**src/rtl/seg7_pkg.sv**
```systemverilog
// Shared types and constants for the 7-bit counter to 3-digit 7-segment display path.
// Holds the converter state encoding, BCD/digit sizing and the segment decode table.
package seg7_pkg;

   localparam int BCD_W  = 12;
   localparam int DIGITS = 3;

   typedef enum logic [1:0] {
      ST_IDLE,
      ST_CONV,
      ST_DONE
   } conv_state_t;

   // Active-high {g,f,e,d,c,b,a}; anything that is not a decimal digit shows nothing.
   function automatic logic [6:0] seg_decode(input logic [3:0] digit);
      logic [6:0] seg;
      case (digit)
         4'd0:    seg = 7'h3F;
         4'd1:    seg = 7'h06;
         4'd2:    seg = 7'h5B;
         4'd3:    seg = 7'h4F;
         4'd4:    seg = 7'h66;
         4'd5:    seg = 7'h6D;
         4'd6:    seg = 7'h7D;
         4'd7:    seg = 7'h07;
         4'd8:    seg = 7'h7F;
         4'd9:    seg = 7'h6F;
         default: seg = 7'h00;
      endcase
      return seg;
   endfunction

endpackage

```
**src/rtl/bin2bcd_seq.sv**
```systemverilog
// Sequential double-dabble converter: 7-bit binary to 3-digit BCD, one shift per clock.
// The output register only changes in DONE, so downstream logic never sees partial results.
module bin2bcd_seq
   import seg7_pkg::*;
(
   input  logic             clk,
   input  logic             rst,
   input  logic [6:0]       bin,
   output logic [BCD_W-1:0] bcd,
   output logic             bcd_valid
);

   conv_state_t      r_state;
   conv_state_t      w_state_next;
   logic [6:0]       r_shift;
   logic [6:0]       r_last_bin;
   logic             r_pending;
   logic [BCD_W-1:0] r_scratch;
   logic [2:0]       r_iter;
   logic [BCD_W-1:0] r_bcd;
   logic             r_bcd_valid;
   logic [BCD_W-1:0] w_adj;
   logic             w_start;

   function automatic logic [BCD_W-1:0] dd_adjust(input logic [BCD_W-1:0] s);
      logic [BCD_W-1:0] r;
      r = s;
      for (int i = 0; i < DIGITS; i++) begin
         if (s[i*4 +: 4] >= 4'd5) r[i*4 +: 4] = s[i*4 +: 4] + 4'd3;
      end
      return r;
   endfunction

   assign w_adj   = dd_adjust(r_scratch);
   // Pending forces one conversion after reset even when the input equals last_bin.
   assign w_start = r_pending || (bin != r_last_bin);

   // NOTE: sequential state uses non-blocking assignments so every register samples pre-edge values.
   always_ff @(posedge clk) begin
      if (rst) r_state <= ST_IDLE;
      else     r_state <= w_state_next;
   end

   // NOTE: the default assignment first keeps this block purely combinational (no inferred latch).
   always_comb begin
      w_state_next = r_state;
      case (r_state)
         ST_IDLE: if (w_start) w_state_next = ST_CONV;
         ST_CONV: if (r_iter == 3'd7) w_state_next = ST_DONE;
         ST_DONE: w_state_next = ST_IDLE;
         default: w_state_next = ST_IDLE;
      endcase
   end

   always_ff @(posedge clk) begin
      if (rst) begin
         r_shift     <= '0;
         r_last_bin  <= '0;
         r_pending   <= 1'b1;
         r_scratch   <= '0;
         r_iter      <= '0;
         r_bcd       <= '0;
         r_bcd_valid <= 1'b0;
      end else begin
         r_bcd_valid <= 1'b0;
         case (r_state)
            ST_IDLE: begin
               if (w_start) begin
                  r_shift    <= bin;
                  r_last_bin <= bin;
                  r_pending  <= 1'b0;
                  r_scratch  <= '0;
                  r_iter     <= '0;
               end
            end
            ST_CONV: begin
               if (r_iter != 3'd7) begin
                  r_scratch <= {w_adj[BCD_W-2:0], r_shift[6]};
                  r_shift   <= {r_shift[5:0], 1'b0};
                  r_iter    <= r_iter + 3'd1;
               end
            end
            ST_DONE: begin
               r_bcd       <= r_scratch;
               r_bcd_valid <= 1'b1;
            end
            default: ;
         endcase
      end
   end

   assign bcd       = r_bcd;
   assign bcd_valid = r_bcd_valid;

endmodule

```
**src/rtl/seg7_count_display.sv**
```systemverilog
// Counter value display: converts count_in to BCD and time-multiplexes three 7-segment digits
// with leading-zero blanking; an and seg are registered together so they always match.
module seg7_count_display
   import seg7_pkg::*;
#(
   parameter int SCAN_DIV       = 50000,
   parameter bit SEG_ACTIVE_LOW = 1'b1
) (
   input  logic              clk,
   input  logic              rst,
   input  logic [6:0]        count_in,
   output logic [BCD_W-1:0]  bcd,
   output logic              bcd_valid,
   output logic [DIGITS-1:0] an,
   output logic [6:0]        seg
);

   localparam int PW = (SCAN_DIV > 1) ? $clog2(SCAN_DIV) : 1;
   localparam logic [PW-1:0] PRESC_MAX = PW'(SCAN_DIV - 1);
   localparam logic [6:0] SEG_RESET = SEG_ACTIVE_LOW ? ~seg_decode(4'd0) : seg_decode(4'd0);

   logic [BCD_W-1:0]  w_bcd;
   logic [PW-1:0]     r_presc;
   logic [1:0]        r_digit;
   logic [DIGITS-1:0] r_an;
   logic [6:0]        r_seg;
   logic [3:0]        w_nib;
   logic              w_blank;
   logic [6:0]        w_dec;
   logic [DIGITS-1:0] w_onehot;

   bin2bcd_seq u_conv (
      .clk       (clk),
      .rst       (rst),
      .bin       (count_in),
      .bcd       (w_bcd),
      .bcd_valid (bcd_valid)
   );

   // Digit selection reads only the registered BCD, never the converter scratch.
   always_comb begin
      w_nib    = w_bcd[3:0];
      w_blank  = 1'b0;
      w_onehot = 3'b001;
      case (r_digit)
         2'd1: begin
            w_nib    = w_bcd[7:4];
            w_blank  = (w_bcd[11:8] == 4'd0) && (w_bcd[7:4] == 4'd0);
            w_onehot = 3'b010;
         end
         2'd2: begin
            w_nib    = w_bcd[11:8];
            w_blank  = (w_bcd[11:8] == 4'd0);
            w_onehot = 3'b100;
         end
         default: ;
      endcase
      w_dec = w_blank ? 7'h00 : seg_decode(w_nib);
   end

   always_ff @(posedge clk) begin
      if (rst) begin
         r_presc <= '0;
         r_digit <= 2'd0;
         r_an    <= 3'b001;
         r_seg   <= SEG_RESET;
      end else begin
         if (r_presc == PRESC_MAX) begin
            r_presc <= '0;
            r_digit <= (r_digit == 2'd2) ? 2'd0 : r_digit + 2'd1;
         end else begin
            r_presc <= r_presc + 1'b1;
         end
         r_an  <= w_onehot;
         r_seg <= SEG_ACTIVE_LOW ? ~w_dec : w_dec;
      end
   end

   assign bcd = w_bcd;
   assign an  = r_an;
   assign seg = r_seg;

endmodule
```
**config.mk**
```make
export PLATFORM = sky130hd
export DESIGN_NAME = seg7_count_display
export DESIGN_NICKNAME = d
export VERILOG_FILES = /design/src/rtl/seg7_pkg.sv /design/src/rtl/bin2bcd_seq.sv /design/src/rtl/seg7_count_display.sv
export SDC_FILE = /design/constraint.sdc
export NUM_CORES = 1
export LEC_CHECK = 0
export CAP_MARGIN = 25
export CORE_UTILIZATION = 30
export DETAILED_ROUTE_END_ITERATION = 8
export DONT_BUFFER_PORTS = 1
export MAX_ROUTING_LAYER = met4
export PLACE_DENSITY_LB_ADDON = 0.1
export REMOVE_ABC_BUFFERS = 1
export SYNTH_ARGS = -nofsm -noshare
export SYNTH_HDL_FRONTEND = slang
export SYNTH_SLANG_ARGS = --single-unit
```
**constraint.sdc**
```tcl
create_clock -name clk -period 2.25 [get_ports clk]
set_input_delay 0.45 -clock clk [delete_from_list [all_inputs] [get_ports clk]]
set_output_delay 0.45 -clock clk [all_outputs]
set_load 0.01 [all_outputs]
```
==> results.md, run 1 <==
- Antenna diodes: 0
- Sink Count: 73
- Min Tclk post-route: 2.06 ns
- Worst path max stage delay: approximately 0.38 ns
- Dpl hpwl: ~5800 µm
- Worst Skew: ~0.0043 ns
- Cell Chain, Critical Path: inv_1 > ha_4 > nor2_1 > a21o_1 > buf_4 > ha_1 > nor3b_1 > a31oi_1 > a211oi_1 > a311oi_1
- Final hold violations: 0
- Cell variety after synth: a little over 50
- Worst vdd ir: 0.394 mV
- Worst Setup Path Type: flop to flop
- DR WL/cell: ~15 µm
- PwrDens: 735 nW/µm²
- Num CTS Buffers: 9
- Post-synth top area share: 41.6%
- Pint: approximately 2.3 mW
- Tot GR Track Use: roughly 15%
- Finish-stage setup viols: 0
- Layout area overhead: 17.7%
- Max Cap Viol: 0
- Yosys warnings: 0
- Antenna Violating Nets Remaining: 0
- Core area: around 11000 µm²
- WP data arrival: roughly 2.3 ns
- RR Endpoint: seg[4]$_SDFF_PP0_
- Mapped Area: approximately 3500 µm²
- CP max stage cell: dfxtp_2
- Nets: 436
- First-pass GRT wire length: between 10000 and 15000 µm
- Syn Inst Count: ~400
- CTS HTree Levels: 3
- Dpl cell area: between 3000 and 4000 µm²
- Worst-skew pair later-pin latency: 0.34 ns
- M3 GR Usage: 3.23%
- GR peak layer: met2
- Chip width: ~110 µm
- Final Util: 36.2%
- Synth area leaders: dfxtp_1, ha_1, nand2_1, nor2_1, xnor2_1
- Slew Limit Fails: 0
- Worst slew margin: 61.1%
- Startpoint Class: flop
- Initial Utilization: between 30% and 40%
- Buf/Inv on CP: 2
- Sequential fraction of the synthesis area: between 40% and 50%
- Multi-input gate area: 1960 µm²
- Tcrit/Tclk final: between 90% and 100%
- Hold depth: 1
- Gpl congestion: approximately 0.79
- Combinational share of power: ~5.7%
- Worst setup slack after placement: -0.0229 ns
- Die ar.: approximately 12000 µm²
- I/O pin count: 32
- Switching power: around 700 µW
- CTS tree: done
- First-pass DRT Iterations: 4
- Kind of end point of the critical path: flop
- Switching Share: a little under a quarter
- Fmax: 485 MHz
- M1 GR Usage: 18.5%
- Critical path data required time: around 2.5 ns
- # DRC: 0
- Post-Syn Area per Cell: between 8 and 9 µm²
- Hold Path Class: primary input to flop
- FILL cells: around 1200
- CP delay by family, top: compound AO/OA/AOI/OAI gates
- Detailed Route WL: ~8200 µm
- Worst r2r path cells: 10
- Met2 Use GR: about 23%
- Share of layout cells above drive strength 1: between 10% and 20%
- Reg2reg setup slack: 0.19 ns
- Cell leakage power: between 1.5 and 2 nW
- PortBufs: 0
- Via count: 2761
- Largest net degree at the start of global routing: 36
- Synth Flop Type: dfxtp_1
- Worst Tran Pin Value: between 0.5 and 0.6 ns
- Hold-fix buffers, CTS: 0
- R2r startpoint: r_digit[0]$_SDFFE_PP0N_
- Clk buf depth: 2
- Vias in the first global route: approximately 2700
- Clock share of power: 49.9%
- Maximum fanout along the worst path: 8
- Top-count cell post-synth: dfxtp_1
- Root Buffer: clkbuf_16
- Status: finished, final reports clean
- Cell Rows: 39
- Hold Crit Endpoint: seg[1]$_SDFF_PP0_
- Largest area contributor in the netlist: dfxtp_1
- Share of synthesized registers carrying an async set or reset: 0%
- Vias per Instance: approximately 5.0
- EDFF count, synth: 0
- Synth top cells by count: dfxtp_1, nand2_1, nor2_1
- Worst-path clk slew: around 0.060 ns
- Antenna violations before repair: 0
- Setup ws final: between 0.15 and 0.2 ns
- Cell area after layout: ~4100 µm²
- Initial DRC Count: 120
- Reg area: between 1000 and 1500 µm²
- Hold_sp: rst
- Die height: between 100 and 150 µm
- Flops & latches, synth: between 70 and 80
- Reg power frac: roughly 44%
- Aggregate global routing overflow: 0
==> per-stage QoR <==
stage / hold WS (ns) / total power, mW / TNS (ns) / std cells
global route: 0.160 / 3.14 / -0.00400 / 556
finish: 0.174 / 3.03 / 0 / 556
global placement: 0.451 / 1.55 / 0 / 540
CTS: 0.157 / 3.08 / 0 / 556
detailed placement: 0.453 / 1.55 / -0.0229 / 540
floorplan: 0.430 / 1.49 / -0.191 / 378
==> power by group through the flow <==
stage / clock network (mW) / logic, mW / registers [mW]
global route: 1.60 / 0.196 / 1.35
global placement: 0 / 0.175 / 1.38
detailed placement: 0 / 0.176 / 1.38
finish: 1.51 / 0.174 / 1.35
floorplan: 0 / 0.122 / 1.37
CTS: 1.56 / 0.177 / 1.35
==> sequential cells by signal (all words and copies together), names as in the netlist <==
register and cells:
r_presc 16, u_conv.bcd 12, u_conv.r_scratch 12, seg 7
u_conv.r_last_bin 7, u_conv.r_shift 7, an 3, u_conv.r_iter 3
r_digit 2, u_conv.r_state 2, u_conv.bcd_valid 1, u_conv.r_pending 1
==> cell families (layout without fill, tap and decap cells) <==
| kind of cell | after synthesis | count (layout) | share of synthesized area (%) |
|---|---|---|---|
| flops | 73 | 73 | 41.6 |
| xor+xnor | 25 | 25 | 6.24 |
| buf+inv | 33 | 49 | 3.60 |
| fa+ha+maj | 19 | 19 | 6.77 |
| mux | 14 | 14 | 4.10 |
| simple gates | 147 | 147 | 21.6 |
| compound gates | 86 | 86 | 16.1 |
==> per-layer routing <==
layer	share of wire, %	up-vias
li1	-	1434
met1	49	1277
met2	45	35
met3	3.6	15
met4	2.5	0
met5	0	-
==> cell type report <==
class,count,area share (%)
Clock inverter,4,1.21
Multi-Input combinational cell,291,47.6
Clock buffer,12,6.45
Tap cell,143,4.33
Inverter,14,1.27
Timing Repair Buffer,19,3.76
Sequential cell,73,35.4
==> cell usage in the layout, fill, tap and decap left out, drive strengths merged, types with 7 or more instances in the layout <==
master	n
nor4	7
dfxtp	73
inv	14
nand2	47
a21oi	27
nor3	7
o21ai	15
clkbuf	12
ha	19
o22ai	7
mux2i	11
nor2	36
xor2	10
buf	19
nand3	19
xnor2	15
==> worst register-to-register path, stage by stage, from the launching register on <==
cell	delay (ns)
dfxtp_2	0.38
inv_1	0.11
ha_4	0.32
nor2_1	0.05
a21o_1	0.16
buf_4	0.14
ha_1	0.20
nor3b_1	0.14
a31oi_1	0.20
a211oi_1	0.07
a311oi_1	0.20
==> how the worst max path moves through the flow <==
stage                                  startpoint           endpoint  slack (ns)  depth (start not counted)
after floorplan           r_digit[0]$_SDFFE_PP0N_  seg[4]$_SDFF_PP0_       -0.06                         10
after global placement    r_digit[0]$_SDFFE_PP0N_  seg[6]$_SDFF_PP1_        0.13                          9
after detailed placement  r_digit[0]$_SDFFE_PP0N_  seg[6]$_SDFF_PP1_       -0.02                          9
after CTS                 r_digit[0]$_SDFFE_PP0N_  seg[6]$_SDFF_PP1_       0.003                          9
after global routing      r_digit[0]$_SDFFE_PP0N_  seg[4]$_SDFF_PP0_      -0.004                         10
final                     r_digit[0]$_SDFFE_PP0N_  seg[4]$_SDFF_PP0_        0.19                         10
==> repair_timing <==
item | in CTS | in global routing
pin swaps | 0 | 1
gates resized for setup | 1 | 9
endpoints found under the setup margin | 1 | 3
setup buffers | 0 | 0
Power figures use the tool's default switching activity.
==> run 2, diff against run 1 <==
Settings changed: CORE_UTILIZATION 30 to 57.
==> results.md, run 2 (same netlist as run 1, synthesis figures left out) <==
- Share of layout cells above drive strength 1: between 10% and 20%
- M1 GR Usage: between 30% and 40%
- Aggregate global routing overflow: 0
- RSZ-0062 raised after global routing: false
- Sink Count: 73
- Root Buffer: clkbuf_8
- Nets: approximately 430
- Biggest register: r_presc
- Switching Share: a little under a quarter
- Tot GR Track Use: around a quarter
- Antenna Violating Nets Remaining: 0
- Initial DRC Count: between 100 and 150
- DR WL/cell: ~15 µm
- Hold Path Class: primary input to flop
- Finish-stage setup viols: 0
- Pint: around 2.1 mW
- CTS tree: done
- RR Endpoint: seg[6]$_SDFF_PP1_
- Cell Chain, Critical Path: inv_2 > ha_4 > a22oi_2 > a21o_1 > inv_1 > ha_1 > or2_2 > a2111oi_2 > a41oi_1
- Tcrit/Tclk final: approximately 94%
- Max FFs per register: 16
- WP data arrival: about 2.3 ns
- Largest net degree at the start of global routing: 36
- Core area: 5920 µm²
- Status: finished, final reports clean
- GR peak layer: met2
- Clk buf depth: 2
- Commonest non-fill, non-tap cell in the layout: dfxtp_1
- Worst slew margin: between 60 and 70%
- Kind of end point of the critical path: flop
- FILL cells: around 500
- Clock share of power: between 40 and 50%
- PortBufs: 0
- Reg power frac: roughly half
- Critical path origin: r_digit[1]$_SDFFE_PP0N_
- Die ar.: about 6500 µm²
- Startpoint Class: flop
- Slew Limit Fails: 0
- Vias per Instance: roughly 6
- Dpl hpwl: 4980 µm
- Cell leakage power: ~1.5 nW
- Initial Utilization: between 50% and 60%
- CTS HTree Levels: 3
- Combinational share of power: under 10%
- Detailed Route WL: 7350 µm
- Via count: 2852
- Switching power: just over 600 µW
- Worst path max stage delay: between 0.3 and 0.4 ns
- Reg2reg setup slack: around 0.14 ns
- Num CTS Buffers: 9
- Fmax: between 400 and 500 MHz
- # DRC: 0
- Dpl cell area: 3630 µm²
- Max Cap Viol: 0
- Cell area after layout: ~4000 µm²
- Worst Tran Pin Value: approximately 0.54 ns
- Commonest non-fill, non-tap cells in the layout: dfxtp_1, nand2_1, nor2_1, a21oi_1, nand3_1
- Crit path to: seg[6]$_SDFF_PP1_
- Worst Skew: 0.00680 ns
- Met2 Use GR: approximately two fifths
- I/O pin count: 32
- Antenna violations before repair: 0
- Worst vdd ir: between 0.4 and 0.5 mV
- First-pass DRT Iterations: 4
- CP max stage cell: dfxtp_4
- Vias in the first global route: 2646
- Critical path data required time: 2.47 ns
- Chip width: between 80 and 90 µm
- PwrDens: a little under 700 nW/µm²
- Worst-path clk slew: ~0.08 ns
- Antenna diodes: 0
- R2r startpoint: r_digit[1]$_SDFFE_PP0N_
- Final Power: approximately 2.7 mW
- Maximum fanout along the worst path: 4
- Gpl congestion: 0.866
- Worst Setup Path Type: flop to flop
- Layout area overhead: 11.8%
- Worst-skew pair later-pin latency: ~0.36 ns
- Cell Rows: 28
- First-pass GRT wire length: 12200 µm
- Post-CTS Setup Bufs: 0
- Setup TNS Final: 0 ns
- Min Tclk post-route: around 2.1 ns
- Final hold violations: 0
- Die height: 80.5 µm
- M3 GR Usage: around 7.6%
- Worst r2r path cells: 9
## run 2: area by class of cell
class                           instances  area (µm²)  area share, %
Clock buffer                           11         151           3.86
Timing Repair Buffer                   14         105           2.68
Inverter                               14        52.6           1.34
Sequential cell                        73        1470           37.4
Clock inverter                          5        77.6           1.98
Multi-Input combinational cell        291        1970           50.3
Tap cell                               75        93.8           2.39
## run 2: worst min path at each step
stage,slack [ns],endpoint,depth (start not counted),startpoint
floorplan,0.43,r_presc[0]$_SDFF_PP0_,1,r_presc[0]$_SDFF_PP0_
global placement,0.45,r_presc[0]$_SDFF_PP0_,1,r_presc[0]$_SDFF_PP0_
detailed placement,0.46,r_presc[0]$_SDFF_PP0_,1,r_presc[0]$_SDFF_PP0_
CTS,0.15,u_conv.bcd[5]$_SDFFE_PP0P_,1,rst
global route,0.14,u_conv.bcd[0]$_SDFFE_PP0P_,1,rst
finish,0.15,u_conv.bcd[6]$_SDFFE_PP0P_,1,rst
## run 2: power groups by stage
stage | logic, mW | registers (mW) | clock network [mW]
after floorplan | 0.122 | 1.37 | 0
after global placement | 0.160 | 1.37 | 0
after detailed placement | 0.164 | 1.37 | 0
after CTS | 0.165 | 1.34 | 1.20
after global routing | 0.184 | 1.35 | 1.25
final | 0.164 | 1.34 | 1.18
## run 2: repair_timing
item / 4_1_cts / 5_1_grt
gates cloned: 0 / 0
hold buffers: 0 / 0
pin swaps: 0 / 2
setup endpoints to repair: 2 / 4
gates resized for setup: 3 / 13
## run 2: worst max-delay path, delay by kind of cell, from the launching register on
kind	cells	cell delay (ns)
compound gates	4	0.75
fa+ha+maj	2	0.39
buf+inv	2	0.14
flops	1	0.38
simple gates	1	0.32
## run 2: routing by layer
layer / up-vias / routed length [µm]
met5: - / 0
met3: 18 / 308
met4: 0 / 176
met2: 56 / 3520
li1: 1427 / -
met1: 1351 / 3340
## run 2: per-stage QoR
stage	util [%]	hold WS [ns]	std cells	worst slack [ns]
floorplan	-	0.430	378	-0.0614
global placement	61.4	0.450	467	0.142
detailed placement	61.4	0.459	467	0.00425
CTS	65.4	0.148	483	0.00812
global route	66.3	0.139	483	0.00150
finish	66.3	0.154	483	0.135
==> run 3, diff against run 2 <==
Settings changed: ABC_AREA set to 0, CORE_UTILIZATION 57 to 40, RECOVER_POWER set to 100.
==> results.md, run 3 (same netlist as run 1, synthesis figures left out) <==
- Status: finished, final reports clean
- Worst path max stage delay: approximately 0.36 ns
- Vias per Instance: 5.34
- Fmax: 473 MHz
- Worst r2r path cells: 9
- First-pass GRT wire length: ~13000 µm
- Clk buf depth: 2
- Die ar.: about 9200 µm²
- Reg2reg setup slack: between 0.1 and 0.15 ns
- Dpl cell area: around 3700 µm²
- Root Buffer: clkbuf_8
- Dpl hpwl: approximately 5300 µm
- Final Util: about 47%
- Fin cells: 515
- Worst vdd ir: a little over 0.3 mV
- Via count: about 2800
- Layout area overhead: 10.6%
- Kind of end point of the critical path: flop
- Hold Path Class: primary input to flop
- Worst Skew: ~0.0089 ns
- Antenna violations before repair: 0
- FILL cells: about 860
- Largest net degree at the start of global routing: 36
- Core area: about 8300 µm²
- Cell Rows: 33
- Initial Utilization: 42.1%
- # DRC: 0
- Finish-stage setup viols: 0
- RR Endpoint: seg[6]$_SDFF_PP1_
- PortBufs: 0
- CTS tree: done
- Final Power: approximately 2.5 mW
- Hold Crit Endpoint: u_conv.r_state[0]$_SDFFE_PP0P_
- WP data arrival: 2.31 ns
- Worst Setup Path Type: flop to flop
- Worst-path clk slew: ~0.070 ns
- Slew Limit Fails: 0
- Cell leakage power: ~1.4 nW
- Max Cap Viol: 0
- Worst setup slack after placement: 0.0121 ns
- Aggregate global routing overflow: 0
- Worst Tran Pin Value: roughly 0.64 ns
- Nets: ~430
- Setup TNS Final: 0 ns
- Commonest non-fill, non-tap cells in the layout: dfxtp_1, nand2_1, nor2_1, a21oi_1, nand3_1
- Min Tclk post-route: 2.12 ns
- DR WL/cell: between 10 and 15 µm
- Hold depth: 1
- Maximum fanout along the worst path: 4
- PwrDens: between 600 and 700 nW/µm²
- Max FFs per register: 16
- Detailed Route WL: approximately 7500 µm
- CP max stage cell: dfxtp_2
- Startpoint Class: flop
- Top cell by count, worst path: inv_1
- CTS HTree Levels: 3
- Commonest non-fill, non-tap cell in the layout: dfxtp_1
- Initial DRC Count: 77
- Hold slack final: 0.169 ns
- First-pass DRT Iterations: 5
- Antenna diodes: 0
- RSZ-0062 raised after global routing: false
- Cell area after layout: between 3000 and 4000 µm²
- Die height: between 90 and 100 µm
- Hold_sp: rst
- Cell Chain, Critical Path: inv_1 > ha_4 > a22oi_2 > a21o_1 > inv_1 > ha_1 > or2_2 > a2111oi_1 > a41oi_1
- Antenna Violating Nets Remaining: 0
- Setup ws final: 0.134 ns
- Num CTS Buffers: 9
- Chip width: ~96 µm
- Tot GR Track Use: a little under a fifth
- Final hold violations: 0
- Worst slew margin: between 50% and 60%
- Sink Count: 73
- I/O pin count: 32
- R2r startpoint: r_digit[1]$_SDFFE_PP0N_
- Gpl congestion: ~0.83
- Vias in the first global route: 2695
- Inst Count DP: approximately 500
- Biggest register: r_presc
- Critical path data required time: ~2.4 ns
- Tcrit/Tclk final: a little over nine tenths
- Share of layout cells above drive strength 1: around a tenth
- Worst-skew pair later-pin latency: ~0.34 ns
- Post-CTS Setup Bufs: 0
-- run 3: cell count changes in the layout (fill, tap and decap cells not counted), moves of 2 or more --
cell and change:
clkbuf_2 +2, o21ai_0 +3, dfxtp_4 -2, buf_4 -7, dfxtp_2 +2, o21ai_1 -3
clkbuf_1 +10
-- run 3: timing repair --
action / CTS / global route
gates resized for setup: 1 / 10
setup endpoints to repair: 1 / 3
gates cloned: 0 / 0
pin swaps: 0 / 2
hold buffers: 0 / 0
-- run 3: final cells by class --
cell class / instances / area (µm²) / share of cell area (%)
multi-input cells: 291 / 1960 / 50.4
flip-flops and latches: 73 / 1460 / 37.7
clock buffers: 13 / 149 / 3.84
well taps: 105 / 131 / 3.38
repair buffers: 16 / 88.8 / 2.29
inverters: 14 / 52.6 / 1.35
clock inverters: 3 / 40.0 / 1.03
-- run 3: worst max path at each step --
stage | startpoint | to
after floorplan | r_digit[0]$_SDFFE_PP0N_ | seg[4]$_SDFF_PP0_
after global placement | r_digit[0]$_SDFFE_PP0N_ | seg[4]$_SDFF_PP0_
after detailed placement | r_digit[0]$_SDFFE_PP0N_ | seg[4]$_SDFF_PP0_
after CTS | r_digit[1]$_SDFFE_PP0N_ | seg[6]$_SDFF_PP1_
after global routing | r_digit[1]$_SDFFE_PP0N_ | seg[6]$_SDFF_PP1_
final | r_digit[1]$_SDFFE_PP0N_ | seg[6]$_SDFF_PP1_
-- run 3: critical path, delay by kind of cell, from the launching register on --
kind,cells,cell delay (ns)
AND/OR/NAND/NOR,1,0.30
adder cells (fa/ha/maj),2,0.40
AO/OA/AOI/OAI,4,0.73
flip-flops,1,0.36
buffers and inverters,2,0.18
-- run 3: metal layers --
metal / vias to the layer above / track usage, % / routed length [µm]
met2: 38 / 30.7 / 3640
met3: 5 / 4.47 / 235
met1: 1291 / 21.3 / 3520
li1: 1418 / - / -
met4: 0 / 5.35 / 58
met5: - / - / 0
-- run 3: power by group --
group | internal, mW | total [mW] | switching (mW)
Clock | 0.541 | 0.997 | 0.456
Sequential | 1.32 | 1.35 | 0.0223
Combinational | 0.0597 | 0.158 | 0.0981
Total | 1.92 | 2.50 | 0.577
